`config.mk`:
```
export PLATFORM = sky130hd
export DESIGN_NAME = ddr_tx_serializer
export DESIGN_NICKNAME = d
export VERILOG_FILES = /design/src/rtl/ddr_tx_serializer.sv
export SDC_FILE = /design/constraint.sdc
export NUM_CORES = 1
export LEC_CHECK = 0
export CORE_AREA = 2 2 39 41
export DETAILED_ROUTE_END_ITERATION = 8
export DIE_AREA = 0 0 41 43
export HOLD_SLACK_MARGIN = 0.1
export PLACE_DENSITY = 0.72
export SKIP_CTS_REPAIR_TIMING = 1
export SYNTH_ARGS = -nofsm -noshare
export SYNTH_HDL_FRONTEND = slang
export SYNTH_SLANG_ARGS = --single-unit
```
`constraint.sdc`:
```
create_clock -name clk -period 1.54 [get_ports clk]
set_input_delay 0.308 -clock clk [delete_from_list [all_inputs] [get_ports clk]]
set_output_delay 0.308 -clock clk [all_outputs]
set_load 0.005 [all_outputs]
```
`src/rtl/ddr_tx_serializer.sv`:
```
// ddr_tx_serializer: slices 2*N*DW-bit words into N registered (din1, din2) DDR beat pairs,
// LSB first, for a downstream oddr stage. Streams back-to-back words with no bubble.
module ddr_tx_serializer #(
  parameter int unsigned   DW   = 1,
  parameter int unsigned   N    = 4,
  parameter logic [DW-1:0] IDLE = '0
) (
  input  logic              clk,
  input  logic              reset,
  input  logic              in_valid,
  input  logic [2*N*DW-1:0] in_data,
  output logic              in_ready,
  output logic [DW-1:0]     out_din1,
  output logic [DW-1:0]     out_din2,
  output logic              out_frame,
  output logic              out_active
);

  localparam int unsigned   WW       = 2 * N * DW;
  localparam int unsigned   CW       = (N > 1) ? $clog2(N) : 1;
  localparam logic [CW-1:0] LastBeat = CW'(N - 1);

  typedef enum logic {StIdle, StSend} state_e;

  state_e        state_q, state_d;
  logic [CW-1:0] cnt_q, cnt_d;
  logic [WW-1:0] hold_q, hold_d;
  logic [DW-1:0] din1_q, din1_d, din2_q, din2_d;
  logic          frame_q, frame_d, active_q, active_d;
  logic          accept;

  // Ready depends on state only; the last beat may take the next word so streams have no gap.
  assign in_ready = !reset && ((state_q == StIdle) || (cnt_q == LastBeat));
  assign accept   = in_valid && in_ready;

  assign out_din1   = din1_q;
  assign out_din2   = din2_q;
  assign out_frame  = frame_q;
  assign out_active = active_q;

  // Next-state: load beat 0 straight from in_data on acceptance, later beats from the
  // holding register, which shifts down one pair per beat.
  always_comb begin
    state_d  = state_q;
    cnt_d    = cnt_q;
    hold_d   = hold_q;
    din1_d   = IDLE;
    din2_d   = IDLE;
    frame_d  = 1'b0;
    active_d = 1'b0;
    if (accept) begin
      state_d  = StSend;
      cnt_d    = '0;
      din1_d   = in_data[DW-1:0];
      din2_d   = in_data[2*DW-1:DW];
      hold_d   = in_data >> (2 * DW);
      frame_d  = 1'b1;
      active_d = 1'b1;
    end else begin
      unique case (state_q)
        StIdle: begin
          cnt_d = '0;
        end
        StSend: begin
          if (cnt_q == LastBeat) begin
            state_d = StIdle;
            cnt_d   = '0;
          end else begin
            cnt_d    = cnt_q + 1'b1;
            din1_d   = hold_q[DW-1:0];
            din2_d   = hold_q[2*DW-1:DW];
            hold_d   = hold_q >> (2 * DW);
            active_d = 1'b1;
          end
        end
      endcase
    end
  end

  // State and output registers; reset discards any in-flight word.
  always_ff @(posedge clk) begin
    if (reset) begin
      state_q  <= StIdle;
      cnt_q    <= '0;
      hold_q   <= '0;
      din1_q   <= IDLE;
      din2_q   <= IDLE;
      frame_q  <= 1'b0;
      active_q <= 1'b0;
    end else begin
      state_q  <= state_d;
      cnt_q    <= cnt_d;
      hold_q   <= hold_d;
      din1_q   <= din1_d;
      din2_q   <= din2_d;
      frame_q  <= frame_d;
      active_q <= active_d;
    end
  end

endmodule
```
==> metrics.md <==
| Metric | Value |
|---|---|
| Clock buffer depth | 2 |
| CP startpoint | cnt_q[0]$_SDFF_PP0_ |
| Clk slew on worst S/H paths | 0.07 ns |
| Leading post-synthesis cells by cell area | dfxtp_1 48%, mux2i_1 12%, a211oi_2 9.9% |
| Global-route wire length before repair | 1340 um |
| CTS tree | done |
| CP endpoint | in_ready |
| Sequential fraction of the synthesis area | 47.6% |
| Area grow syn2layout | 49.4% |
| Layout Utilization | 54.4% |
| Final hold slack | 0.446 ns |
| Layout Skew | 0.00328 ns |
| Grt total ovfl | 0 |
| Worst r2r src | cnt_q[0]$_SDFF_PP0_ |
| Routed Antenna Nets | 0 |
| Post-Synth XOR/XNOR Area | 0% |
| Critical Path AT | 1.19 ns |
| Die width | 41 um |
| Multi-input gate area | 249 um^2 |
| Die area | 1760 um^2 |
| R2R setup slack | 0.41 ns |
| # diodes | 0 |
| Yosys top cell area share | 47.6% |
| Synth Flop Type | dfxtp_1 |
| Yosys top cell by area | dfxtp_1 |
| Async set-reset flop share out of synthesis | 0% |
| Initial antenna violation count | 0 |
| Ports | 16 |
| Post-Place Cell Area | 697 um^2 |
| Syn nets | 58 |
| Mux share of post-synthesis cell area | 11.9% |
| H-tree depth | 1 |
| Core ar. | 1380 um^2 |
| Synth cell types | 16 |
| Final hold viol count | 0 |
| TNS Setup | 0 ns |
| Setup-failing EPs final | 0 |
| GPL Wtd Cong | 0.732 |
| Slew headroom | 89.0% |
| Lkg Pwr | 0.323 nW |
| CP required | 1.23 ns |
| Status | completed |
| Detailed-route via count | 397 |
| Initial core utilization | 36.4% |
| Top post-synthesis cells by count | 12 x dfxtp_1, 6 x mux2i_1, 6 x nor2_1 |
| Reg2reg end | out_din1$_SDFF_PP0_ |
| Final period util | 97.1% |
| Syn Area/Cell | 11.0 um^2 |
| Clock Sink Count | 12 |
| Warning count from the yosys run | 0 |
| Placed wire-length estimate | 677 um |
| Power per cell area | 939 nW/um^2 |
| Placed Instances | 79 |
| Final instance area | 753 um^2 |
| RSZ-0062 raised after global routing | no |
| Vias in the first global route | 332 |
| Minimum clock period | 1.50 ns |
| IO Port Bufs | 15 |
| CP max FO | 2 |
| Max-Cap Viols | 0 |
| Worst r2r path cells | 5 |
| Die height | 43 um |
| Crit start category | flip-flop |
| Count leader, synth | dfxtp_1 |
| Initial DRC count | 2 |
| Non-filler cells, final | 83 |
| Total Routing Usage GR | 12.3% |
| Area of the mapped netlist | 504 um^2 |
| Root Driver | clkbuf_4 |
| TritonCTS Buffers | 3 |
| Register area | 243 um^2 |
| Post-Synth Simple-Gate Area | 20.6% |
| Number of synthesized flops with an enable pin | 0 |
| Row count | 14 |
| WS Path Type | reg -> out |
| Peak supply drop | 0.000478 V |
| WL final | 922 um |
| Share of cells above drive strength 1 | 29.9% |
| Clock Latency Late Sink | 0.27 ns |
| Largest family of logic cells by synthesized area | simple AND/OR/NAND/NOR gates |
| Worst Setup End Kind | primary output |
| Drt drc | 0 |
| Fill cells | 134 |
| Largest net degree at the start of global routing | 13 |
| Worst min path class | reg -> reg |
| Post-DR wirelength/cell | 11.1 um |
| Post-synthesis compound-gate area fraction | 11.9% |
| Yosys reg bits | 12 |
| Fmax | 669 MHz |
| Layout Nets | 80 |
| DRT Pass-1 Iters | 2 |
| Post-Synth Adder-Cell Area | 2.48% |
| Cells after Synth | 46 |
| Slew Limit Fails | 0 |
| Slew of the pin with the lowest slew margin | 0.160 ns |
| Vias per cell | 4.78 |
metrics by stage:
stage	power, W	worst slack [ns]
2_1_floorplan	0.000409	0.439
3_3_place_gp	0.000464	-0.135
3_5_place_dp	0.000467	-0.135
4_1_cts	0.000715	-0.340
5_1_grt	0.000741	0.000527
6_report	0.000707	0.0443
sequential cells by signal, summed over array words and instances, names as in the netlist:
signal / cells
cnt_q: 2
out_frame: 1
out_din2: 1
out_active: 1
out_din1: 1
hold_q: 6
worst max-delay path: stages, from the launching register on:
cell	delay [ns]
dfxtp_2	0.34
ha_4	0.15
and2b_4	0.24
nor2_2	0.03
dlymetal6s2s_1	0.14
placed cells by master, fill, tap and decap left out:
cell             Yosys  final
and2_1               1      1
clkdlybuf4s50_1      0     13
buf_4                0      4
nand3_1              2      2
nor2_1               6      6
and2b_4              1      1
nand2b_4             1      1
dfxtp_1             12     10
ha_4                 0      1
clkbuf_8             0      1
nor3b_2              1      1
dfxtp_2              0      2
nor3_1               3      3
dlymetal6s2s_1       0      2
nor2_2               1      1
a211oi_2             4      4
mux2i_1              6      6
nand2_1              2      2
buf_12               0      1
a21oi_1              2      2
clkbuf_4             0      3
metal layers:
| metal | up-vias | track usage (%) | share of wire (%) |
|---|---|---|---|
| met4 | 0 | 14.0 | 4.8 |
| met2 | 16 | 16.6 | 45 |
| met5 | - | 0 | 0 |
| li1 | 201 | - | - |
| met3 | 5 | 3.14 | 8.4 |
| met1 | 175 | 13.7 | 42 |
worst min path at each step:
stage | start | end | depth (start not counted)
after CTS | cnt_q[0]$_SDFF_PP0_ | cnt_q[0]$_SDFF_PP0_ | 1
after floorplan | reset | hold_q[4]$_SDFFE_PP0P_ | 1
after global routing | cnt_q[0]$_SDFF_PP0_ | cnt_q[0]$_SDFF_PP0_ | 1
after detailed placement | cnt_q[0]$_SDFF_PP0_ | cnt_q[0]$_SDFF_PP0_ | 1
final | cnt_q[0]$_SDFF_PP0_ | cnt_q[0]$_SDFF_PP0_ | 1
after global placement | cnt_q[0]$_SDFF_PP0_ | cnt_q[0]$_SDFF_PP0_ | 1
power breakdown:
part | total (W) | switching, W | internal (W)
Sequential | 0.000340 | 0.00000921 | 0.000330
Combinational | 0.000119 | 0.0000464 | 0.0000724
Clock | 0.000248 | 0.000105 | 0.000144
Total | 0.000707 | 0.000160 | 0.000547
area by class of cell:
| type | instances | area share [%] |
|---|---|---|
| sequential | 12 | 32.2 |
| tap | 16 | 2.66 |
| clock buffer | 4 | 4.82 |
| multi-input combinational | 31 | 33.1 |
| timing repair buffer | 20 | 27.2 |
logic make-up (layout without fill, tap and decap cells):
family	after synthesis	after routing
AO/OA/AOI/OAI	6	6
adder cells (fa/ha/maj)	1	1
buffers and inverters	3	24
flip-flops	12	12
multiplexers	6	6
AND/OR/NAND/NOR	18	18
Note: power is estimated with default switching activity, not from simulation.
